`src/rtl/rv_toggle_responder_if.sv`:
```
// Bundle of the toggle request/ack port facing the RISC-V initiator and the
// valid/ready memory port facing the backend, plus slot and status signals.
//   slave  : responder view (rv_* requests in, mem_* requests out)
//   master : environment view (initiator + backend + slot arbiter)
interface rv_toggle_responder_if #(
   parameter int unsigned ADDR_W = 20
);
   logic              rv_req;
   logic              rv_req_ack;
   logic [ADDR_W-1:0] rv_addr;
   logic              rv_we;
   logic [1:0]        rv_ds;
   logic [15:0]       rv_din;
   logic [15:0]       rv_dout;
   logic              slot_en;
   logic              mem_valid;
   logic              mem_ready;
   logic [ADDR_W-1:0] mem_addr;
   logic              mem_we;
   logic [1:0]        mem_be;
   logic [15:0]       mem_wdata;
   logic              mem_rvalid;
   logic [15:0]       mem_rdata;
   logic              busy;
   logic              timeout_err;

   modport slave (
      input  rv_req, rv_addr, rv_we, rv_ds, rv_din, slot_en,
             mem_ready, mem_rvalid, mem_rdata,
      output rv_req_ack, rv_dout, mem_valid, mem_addr, mem_we, mem_be,
             mem_wdata, busy, timeout_err
   );

   modport master (
      output rv_req, rv_addr, rv_we, rv_ds, rv_din, slot_en,
             mem_ready, mem_rvalid, mem_rdata,
      input  rv_req_ack, rv_dout, mem_valid, mem_addr, mem_we, mem_be,
             mem_wdata, busy, timeout_err
   );
endinterface

```
`src/rtl/rv_toggle_responder.sv`:
```
// Responder for the RISC-V toggle request/ack halfword memory port.
// A request is pending whenever rv_req differs from rv_req_ack; it is latched,
// issued once to the valid/ready backend inside an allowed slot, and completed
// by toggling rv_req_ack. Reads are guarded by a timeout so a hung backend
// cannot stall the initiator forever.
// Ports:
//   clk     : SDRAM-domain clock
//   resetn  : synchronous active-low reset
//   bus     : rv_toggle_responder_if.slave (rv_* initiator side, mem_* backend
//             side, slot_en, busy, sticky timeout_err)
module rv_toggle_responder #(
   parameter int unsigned ADDR_W       = 20,
   parameter int unsigned READ_TIMEOUT = 255,
   parameter logic [15:0] TIMEOUT_DATA = 16'hFFFF
) (
   input logic                  clk,
   input logic                  resetn,
   rv_toggle_responder_if.slave bus
);

   localparam int unsigned DATA_W = 16;
   localparam int unsigned BE_W   = 2;
   localparam int unsigned CNT_W  = (READ_TIMEOUT > 1) ? $clog2(READ_TIMEOUT + 1) : 1;

   typedef enum logic [1:0] {
      S_IDLE   = 2'd0,
      S_ISSUE  = 2'd1,
      S_RDWAIT = 2'd2,
      S_ACK    = 2'd3
   } state_t;

   state_t state_q, state_d;

   logic              ack_q,      ack_d;
   logic              busy_q,     busy_d;
   logic [DATA_W-1:0] dout_q,     dout_d;
   logic              terr_q,     terr_d;
   logic [CNT_W-1:0]  cnt_q,      cnt_d;
   logic              mvalid_q,   mvalid_d;
   logic [ADDR_W-1:0] maddr_q,    maddr_d;
   logic              mwe_q,      mwe_d;
   logic [BE_W-1:0]   mbe_q,      mbe_d;
   logic [DATA_W-1:0] mwdata_q,   mwdata_d;
   logic [ADDR_W-1:0] lat_addr_q, lat_addr_d;
   logic              lat_we_q,   lat_we_d;
   logic [BE_W-1:0]   lat_ds_q,   lat_ds_d;
   logic [DATA_W-1:0] lat_din_q,  lat_din_d;

   logic              pending_c;
   logic              handshake_c;
   logic              timeout_c;
   logic [CNT_W-1:0]  cnt_inc_c;

   // Request detection, backend handshake and read timeout decode.
   assign pending_c   = (bus.rv_req != ack_q);
   assign handshake_c = mvalid_q & bus.mem_ready;
   assign cnt_inc_c   = cnt_q + CNT_W'(1);
   assign timeout_c   = (READ_TIMEOUT != 0) && (cnt_inc_c == CNT_W'(READ_TIMEOUT));

   // State register.
   always_ff @(posedge clk) begin
      if (!resetn) state_q <= S_IDLE;
      else         state_q <= state_d;
   end

   // Next-state logic. A null-strobe request spends one ISSUE cycle without
   // touching the backend so its ack lands one cycle ahead of a write.
   always_comb begin
      state_d = state_q;
      unique case (state_q)
         S_IDLE: begin
            if (pending_c) state_d = S_ISSUE;
         end
         S_ISSUE: begin
            if (lat_ds_q == '0)   state_d = S_ACK;
            else if (handshake_c) state_d = lat_we_q ? S_ACK : S_RDWAIT;
         end
         S_RDWAIT: begin
            if (bus.mem_rvalid || timeout_c) state_d = S_ACK;
         end
         S_ACK: begin
            state_d = S_IDLE;
         end
         default: state_d = S_IDLE;
      endcase
   end

   // Next values for every registered output and request latch.
   always_comb begin
      ack_d      = ack_q;
      busy_d     = busy_q;
      dout_d     = dout_q;
      terr_d     = terr_q;
      cnt_d      = cnt_q;
      mvalid_d   = mvalid_q;
      maddr_d    = maddr_q;
      mwe_d      = mwe_q;
      mbe_d      = mbe_q;
      mwdata_d   = mwdata_q;
      lat_addr_d = lat_addr_q;
      lat_we_d   = lat_we_q;
      lat_ds_d   = lat_ds_q;
      lat_din_d  = lat_din_q;

      unique case (state_q)
         S_IDLE: begin
            if (pending_c) begin
               lat_addr_d = bus.rv_addr;
               lat_we_d   = bus.rv_we;
               lat_ds_d   = bus.rv_ds;
               lat_din_d  = bus.rv_din;
               busy_d     = 1'b1;
            end
         end
         S_ISSUE: begin
            // Once valid is up, hold everything until the backend accepts.
            if (mvalid_q) begin
               if (bus.mem_ready) begin
                  mvalid_d = 1'b0;
                  cnt_d    = '0;
               end
            end else if ((lat_ds_q != '0) && bus.slot_en) begin
               mvalid_d = 1'b1;
               maddr_d  = lat_addr_q;
               mwe_d    = lat_we_q;
               mbe_d    = lat_we_q ? lat_ds_q : BE_W'(2'b11);
               mwdata_d = lat_din_q;
            end
         end
         S_RDWAIT: begin
            // Real data takes priority over a timeout in the same cycle.
            if (bus.mem_rvalid) begin
               dout_d = bus.mem_rdata;
            end else begin
               cnt_d = cnt_inc_c;
               if (timeout_c) begin
                  dout_d = TIMEOUT_DATA;
                  terr_d = 1'b1;
               end
            end
         end
         S_ACK: begin
            ack_d  = ~ack_q;
            busy_d = 1'b0;
         end
         default: ;
      endcase
   end

   // Output and latch registers.
   always_ff @(posedge clk) begin
      if (!resetn) begin
         ack_q      <= 1'b0;
         busy_q     <= 1'b0;
         dout_q     <= '0;
         terr_q     <= 1'b0;
         cnt_q      <= '0;
         mvalid_q   <= 1'b0;
         maddr_q    <= '0;
         mwe_q      <= 1'b0;
         mbe_q      <= '0;
         mwdata_q   <= '0;
         lat_addr_q <= '0;
         lat_we_q   <= 1'b0;
         lat_ds_q   <= '0;
         lat_din_q  <= '0;
      end else begin
         ack_q      <= ack_d;
         busy_q     <= busy_d;
         dout_q     <= dout_d;
         terr_q     <= terr_d;
         cnt_q      <= cnt_d;
         mvalid_q   <= mvalid_d;
         maddr_q    <= maddr_d;
         mwe_q      <= mwe_d;
         mbe_q      <= mbe_d;
         mwdata_q   <= mwdata_d;
         lat_addr_q <= lat_addr_d;
         lat_we_q   <= lat_we_d;
         lat_ds_q   <= lat_ds_d;
         lat_din_q  <= lat_din_d;
      end
   end

   assign bus.rv_req_ack  = ack_q;
   assign bus.rv_dout     = dout_q;
   assign bus.mem_valid   = mvalid_q;
   assign bus.mem_addr    = maddr_q;
   assign bus.mem_we      = mwe_q;
   assign bus.mem_be      = mbe_q;
   assign bus.mem_wdata   = mwdata_q;
   assign bus.busy        = busy_q;
   assign bus.timeout_err = terr_q;

endmodule

```
`src/flat_wrapper.sv`:
```
// flat-port wrapper written by rule: the top's interface ports become plain ports
module rv_toggle_responder_flat 
#(
   parameter int unsigned ADDR_W       = 20,
   parameter int unsigned READ_TIMEOUT = 255,
   parameter logic [15:0] TIMEOUT_DATA = 16'hFFFF
)
  (clk, resetn, bus_rv_req, bus_rv_addr, bus_rv_we, bus_rv_ds, bus_rv_din, bus_slot_en, bus_mem_ready, bus_mem_rvalid, bus_mem_rdata, bus_rv_req_ack, bus_rv_dout, bus_mem_valid, bus_mem_addr, bus_mem_we, bus_mem_be, bus_mem_wdata, bus_busy, bus_timeout_err);
  rv_toggle_responder_if #(.ADDR_W(ADDR_W)) bus_i ();
  input logic clk;
  input logic resetn;
  input wire logic [$bits(bus_i.rv_req)-1:0] bus_rv_req;
  input wire logic [$bits(bus_i.rv_addr)-1:0] bus_rv_addr;
  input wire logic [$bits(bus_i.rv_we)-1:0] bus_rv_we;
  input wire logic [$bits(bus_i.rv_ds)-1:0] bus_rv_ds;
  input wire logic [$bits(bus_i.rv_din)-1:0] bus_rv_din;
  input wire logic [$bits(bus_i.slot_en)-1:0] bus_slot_en;
  input wire logic [$bits(bus_i.mem_ready)-1:0] bus_mem_ready;
  input wire logic [$bits(bus_i.mem_rvalid)-1:0] bus_mem_rvalid;
  input wire logic [$bits(bus_i.mem_rdata)-1:0] bus_mem_rdata;
  output wire logic [$bits(bus_i.rv_req_ack)-1:0] bus_rv_req_ack;
  output wire logic [$bits(bus_i.rv_dout)-1:0] bus_rv_dout;
  output wire logic [$bits(bus_i.mem_valid)-1:0] bus_mem_valid;
  output wire logic [$bits(bus_i.mem_addr)-1:0] bus_mem_addr;
  output wire logic [$bits(bus_i.mem_we)-1:0] bus_mem_we;
  output wire logic [$bits(bus_i.mem_be)-1:0] bus_mem_be;
  output wire logic [$bits(bus_i.mem_wdata)-1:0] bus_mem_wdata;
  output wire logic [$bits(bus_i.busy)-1:0] bus_busy;
  output wire logic [$bits(bus_i.timeout_err)-1:0] bus_timeout_err;
  assign bus_i.rv_req = bus_rv_req;
  assign bus_i.rv_addr = bus_rv_addr;
  assign bus_i.rv_we = bus_rv_we;
  assign bus_i.rv_ds = bus_rv_ds;
  assign bus_i.rv_din = bus_rv_din;
  assign bus_i.slot_en = bus_slot_en;
  assign bus_i.mem_ready = bus_mem_ready;
  assign bus_i.mem_rvalid = bus_mem_rvalid;
  assign bus_i.mem_rdata = bus_mem_rdata;
  assign bus_rv_req_ack = bus_i.rv_req_ack;
  assign bus_rv_dout = bus_i.rv_dout;
  assign bus_mem_valid = bus_i.mem_valid;
  assign bus_mem_addr = bus_i.mem_addr;
  assign bus_mem_we = bus_i.mem_we;
  assign bus_mem_be = bus_i.mem_be;
  assign bus_mem_wdata = bus_i.mem_wdata;
  assign bus_busy = bus_i.busy;
  assign bus_timeout_err = bus_i.timeout_err;
  rv_toggle_responder #(.ADDR_W(ADDR_W), .READ_TIMEOUT(READ_TIMEOUT), .TIMEOUT_DATA(TIMEOUT_DATA)) u_core (.clk(clk), .resetn(resetn), .bus(bus_i));
endmodule
```
`config.mk`:
```
export PLATFORM = sky130hd
export DESIGN_NAME = rv_toggle_responder_flat
export DESIGN_NICKNAME = d
export VERILOG_FILES = /design/src/rtl/rv_toggle_responder_if.sv /design/src/rtl/rv_toggle_responder.sv /design/src/flat_wrapper.sv
export SDC_FILE = /design/constraint.sdc
export NUM_CORES = 1
export LEC_CHECK = 0
export ABC_CLOCK_PERIOD_IN_PS = 1800
export CAP_MARGIN = 40
export CORE_MARGIN = 4
export CORE_UTILIZATION = 45
export CTS_BUF_LIST = sky130_fd_sc_hd__clkbuf_4
export CTS_CLUSTER_DIAMETER = 200
export CTS_CLUSTER_SIZE = 28
export DETAILED_ROUTE_END_ITERATION = 8
export GPL_ROUTABILITY_DRIVEN = 0
export PLACE_DENSITY = 0.79
export REMOVE_ABC_BUFFERS = 1
export SLEW_MARGIN = 20
export SYNTH_ARGS = -nofsm -noshare
export SYNTH_HDL_FRONTEND = slang
export SYNTH_SLANG_ARGS = --single-unit
```
`constraint.sdc`:
```
create_clock -name clk -period 1.8 [get_ports clk]
set_clock_uncertainty 0.15 [all_clocks]
set_input_delay 0.45 -clock clk [delete_from_list [all_inputs] [get_ports clk]]
set_output_delay 0.45 -clock clk [all_outputs]
set_load 0.05 [all_outputs]
```
## Yosys cells after proc, flatten, opt, wreduce, memory -nomap -nowiden

Cells that the tools add are included.

- Multiplexer cells: 18
- $add $sub $neg: 1
- Reductions and logical operators: 15
- Eq/ne operators: 11
- Bitwise gates (word level): 4

Operators by type and width:

| cell | count |
|---|---|
| 2-to-1 mux 16 bit | 2 |
| 2-to-1 mux 8 bit | 3 |
| case mux 8 bit (2 select lines) | 1 |
| 2-to-1 mux 2 bit | 5 |
| AND reduction 3 bit | 3 |
| adder 8 x 1 -> 8 bit (second input constant) | 1 |
| equality test 8 bit (second input constant) | 1 |
| case mux 2 bit (4 select lines) | 1 |
| nonzero test 2 bit | 4 |
| != test 2 x 1 -> 1 bit (second input constant) | 3 |
| AND reduction 2 bit | 3 |
| 2-to-1 mux 1 bit | 5 |
| equality test 2 bit (second input constant) | 2 |
| logical NOT 2 bit | 2 |
| != test 2 bit (second input constant) | 2 |
| AND reduction 4 bit | 1 |
| != test 3 x 1 -> 1 bit (second input constant) | 1 |
| NOT 1 bit | 3 |
| equality test 2 x 1 -> 1 bit (second input constant) | 1 |
| case mux 1 bit (2 select lines) | 1 |
| AND 1 bit | 1 |
| logical AND 1 bit | 1 |
| logical OR 1 bit | 1 |
| != test 1 bit | 1 |

- Word-level logic and storage cells: 64
- Register bits: 108
- Output and inout port bits: 59
- Input port bits: 61

## Depth between registers and ports, before layout

- Depth after elaboration: 5
- Depth in mapped cells: 9
- Gate-level depth less buffers: 8

## Worst setup path before layout

OpenSTA, ideal clock, no wires.

- Path type: register to register
- Start point: register u_core.cnt_q[0]
- End point: register u_core.dout_q[10], in the netlist u_core.bus.rv_dout[10]
- Setup time: 0.060 ns
- Slack: -0.223 ns
- Path buffers: 1
- Cell stages (with the launch flop): 9
- Arrival: 1.813 ns
- Period minus slack after synthesis: 2.023 ns
- Path through: dfxtp_1 > ha_1 > inv_1 > nor4_2 > o21ai_1 > a211oi_2 > o21a_4 > buf_8 > o221a_2

- Cells in the longest elaborated chain, start to end: 4

RTL lines:

| item | RTL line | text |
|---|---|---|
| start, declared | rv_toggle_responder.sv:38 | `logic [CNT_W-1:0] cnt_q, cnt_d;` |
| start signal, assigned | rv_toggle_responder.sv:172 | `cnt_q <= cnt_d;` |
| adder 8 x 1 -> 8 bit | rv_toggle_responder.sv:57 | `assign cnt_inc_c = cnt_q + CNT_W'(1);` |
| equality test 8 bit | rv_toggle_responder.sv:58 | `assign timeout_c = (READ_TIMEOUT != 0) && (cnt_inc_c == CNT_W'(READ_TIMEOUT));` |
| nonzero test 2 bit (no source line) | -- |  |
| AND reduction 2 bit (no source line) | -- |  |
| end signal, assigned | rv_toggle_responder.sv:170 | `dout_q <= dout_d;` |
| end, declared | rv_toggle_responder.sv:36 | `logic [DATA_W-1:0] dout_q, dout_d;` |

Every way passes these cells.
A chain may end at the register's enable or synchronous reset.

## Worst setup path in the final report

- Start point: register u_core.cnt_q[1]
- End point: register u_core.dout_q[15], in the netlist u_core.bus.rv_dout[15]

The elaborated chain is that of the path after synthesis.

==> summary.md <==
| Metric | Value |
|---|---|
| Status | finished, violations left |
| Failing checks | setup timing |
| Final setup violation count | 17 |
| Chip width | 106 um |
| Hold_ws | 311 ps |
| Core Area | 0.00924 mm2 |
| Remaining DRCs | 0 |
| Critical path, cell by cell | and2_4 > nor4_4 > o21ai_2 > a211oi_4 > buf_12 > o21a_4 > o221a_2 |
| Cell Count Post-Placement | 730 |
| Net total in the final layout | 683 |
| Design Power | 6.66 mW |
| Synthesis Warnings | 0 |
| Top-area cell type share of the netlist area | 0.505 |
| WL met2 | 6.32 mm |
| CTS sink cnt | 108 |
| Ys async rst share | 0 |
| Maximum vdd drop | 0.722 mV |
| Via density | 5.19 |
| Post-place setup slack | -345 ps |
| Seq/Total Area, Yosys | 0.505 |
| Post-layout util | 0.729 |
| Synth unique cells | 39 |
| Drt pass-1 iters | 4 |
| CTS tree | built |
| Tcrit/Tclk final | 1.06 |
| Most common cell in the netlist | nand2_1 |
| Vias | 3889 |
| Grt total ovfl | 0 |
| Yosys top cell by area | dfxtp_1 |
| Initial antenna violation count | 0 |
| Worst slew pin tran | 435 ps |
| Slew margin rel. | 0.709 |
| Synth-to-layout area growth | 57.2% |
| Post-DP HPWL | 7.93 mm |
| Mapped Area | 0.00429 mm2 |
| Uppermost routed layer | met4 |
| Critical Path RT | 2060 ps |
| Final Hold Fails | 0 |
| Cts bufs inserted | 9 |
| Largest net degree at the start of global routing | 110 |
| Most used DFF post-synth | dfxtp_1 |
| Post-Route WL | 11.9 mm |
| Die area | 0.0111 mm2 |
| Total power per unit cell area | 989 mW/mm2 |
| Synth top area cells | dfxtp_1 (50%), nand2_1 (15%), a21boi_0 (13%) |
| CP Data Arrival Time | 2170 ps |
| Height of the chip | 106 um |
| Max Fanout on Critical Path | 8 |
| Slowest-stage cell, CP | dfxtp_2 |
| H-Tree Depth | 3 |
| Critical path type | reg -> reg |
| Post-synth top cells | nand2_1 (167), dfxtp_1 (108), a21boi_0 (76) |
| Rows | 35 |
| DR WL met3 | 495 um |
| Post-synth EDFFs | 0 |
| Post-synthesis cell count | 485 |
| Port buffer count | 119 |
| Minimum clock period | 1910 ps |
| Vias in the first global route | 3881 |
| Flop and latch count out of synthesis | 108 |
| Worst min path class | reg -> reg |
| Drt initial violations | 173 |
| Clock latency on the worst-skew pair | 450 ps |
| All-Layer GR Usage | 0.204 |
| Layout Cells excl Fill | 750 |
| Filler Cells Inserted | 669 |
| Io pins | 120 |
| CP bufs+invs | 1 |
| Starting Density | 0.464 |
| Kind of end point of the critical path | flip-flop |
| Final worst slack | -108 ps |
| Mapped Avg Cell Area | 8.84 um2 |
| CP max stage delay | 370 ps |
| Clock buffer depth | 2 |
| Routed wire per std cell | 15.8 um |
| Antenna-violating nets left | 0 |
| First-pass GRT wire length | 18.6 mm |
| Leak | 2.51 nW |
| Root buffer cell | clkbuf_4 |
| Metal-1 WL | 4.85 mm |
| CP startpoint kind | flip-flop |
| Unrepaired setup endpoints after global routing | yes |
| Max Freq | 0.524 GHz |
| Max-slew violation count | 0 |
| Delay-heaviest family, CP | compound AO/OA/AOI/OAI gates |
| N_diodes | 0 |
| Share of cells above drive strength 1 | 0.251 |
| Max cap viols | 0 |
| CTS clk-pin slew, worst paths | 170 ps |
stage by stage:
stage          setup TNS, ps  area (um2)
6_report               -1580        6740
3_5_place_dp          -23860        6390
5_1_grt                -3160        6740
3_3_place_gp          -18890        6390
4_1_cts                -1170        6610
2_1_floorplan         -74460        4140
state kept, by name (all words and copies together), names as in the netlist, 2 cells and up:
name	flops
u_core.bus.mem_addr	20
u_core.bus.mem_be	2
u_core.bus.mem_wdata	16
u_core.bus.rv_dout	16
u_core.cnt_q	8
u_core.lat_addr_q	20
u_core.lat_din_q	16
u_core.lat_ds_q	2
u_core.state_q	2
logic make-up (layout without fill, tap and decap cells):
kind of cell,Yosys count,in the layout,share of synthesized area
flops,108,108,0.505
mux,1,1,0.00234
buf+inv,39,174,0.0380
simple gates,204,204,0.199
fa+ha+maj,6,6,0.0175
xor+xnor,3,3,0.00613
compound gates,124,125,0.232
worst paths after layout:
check	start	end	slack, ps	cells after the start
hold reg to reg	u_core.lat_addr_q[1]$_SDFFE_PN0P_	u_core.bus.mem_addr[1]$_SDFFE_PN0P_	310	2
setup reg to reg	u_core.cnt_q[1]$_SDFFE_PN0P_	u_core.bus.rv_dout[15]$_SDFFE_PN0P_	-110	7
setup / recovery	u_core.cnt_q[1]$_SDFFE_PN0P_	u_core.bus.rv_dout[15]$_SDFFE_PN0P_	-110	7
hold / removal	u_core.lat_addr_q[1]$_SDFFE_PN0P_	u_core.bus.mem_addr[1]$_SDFFE_PN0P_	310	2
worst min-delay path, stage by stage (launching register included):
cell and delay (ps):
dfxtp_1 340, nand2_1 50, a21boi_1 50
area by class of cell:
class | instances | area [um2] | area share
clock buffers | 9 | 67.6 | 0.0100
clock inverters | 7 | 81.3 | 0.0121
inverters | 5 | 18.8 | 0.00279
multi-input cells | 339 | 2080 | 0.309
flip-flops and latches | 108 | 2170 | 0.323
well taps | 129 | 161 | 0.0240
repair buffers | 153 | 2150 | 0.319
timing repair:
item,CTS,global route
gates resized for setup,16,28
buffers inserted,0,2
hold buffers,0,0
endpoints found under the setup margin,27,64
pin swaps,7,4
cloned,1,2
metal layers:
layer,global-route usage,up-vias
met3,0.0208,19
met4,0.0703,0
li1,-,1899
met2,0.372,87
met1,0.248,1884
met5,0,-
power breakdown:
part / leakage (nW) / switching (mW) / internal, mW / total, mW
registers: 0.880 / 0.227 / 2.70 / 2.93
logic: 1.56 / 1.32 / 1.13 / 2.45
clock network: 0.0711 / 0.838 / 0.443 / 1.28
total: 2.51 / 2.39 / 4.27 / 6.66
layout by cell type (no fill, tap or decap), drive strengths merged, types with 6 or more instances in the layout:
cell             n
clkdlybuf4s50   59
nand2          167
ha               6
a21oi            6
and2             6
dfxtp          108
buf             93
nor2             6
clkbuf          10
o21ai            8
o221a           19
a21boi          76
o211a            6
inv              8
nor2b            6
No activity file was read; power rests on OpenSTA's default activity.
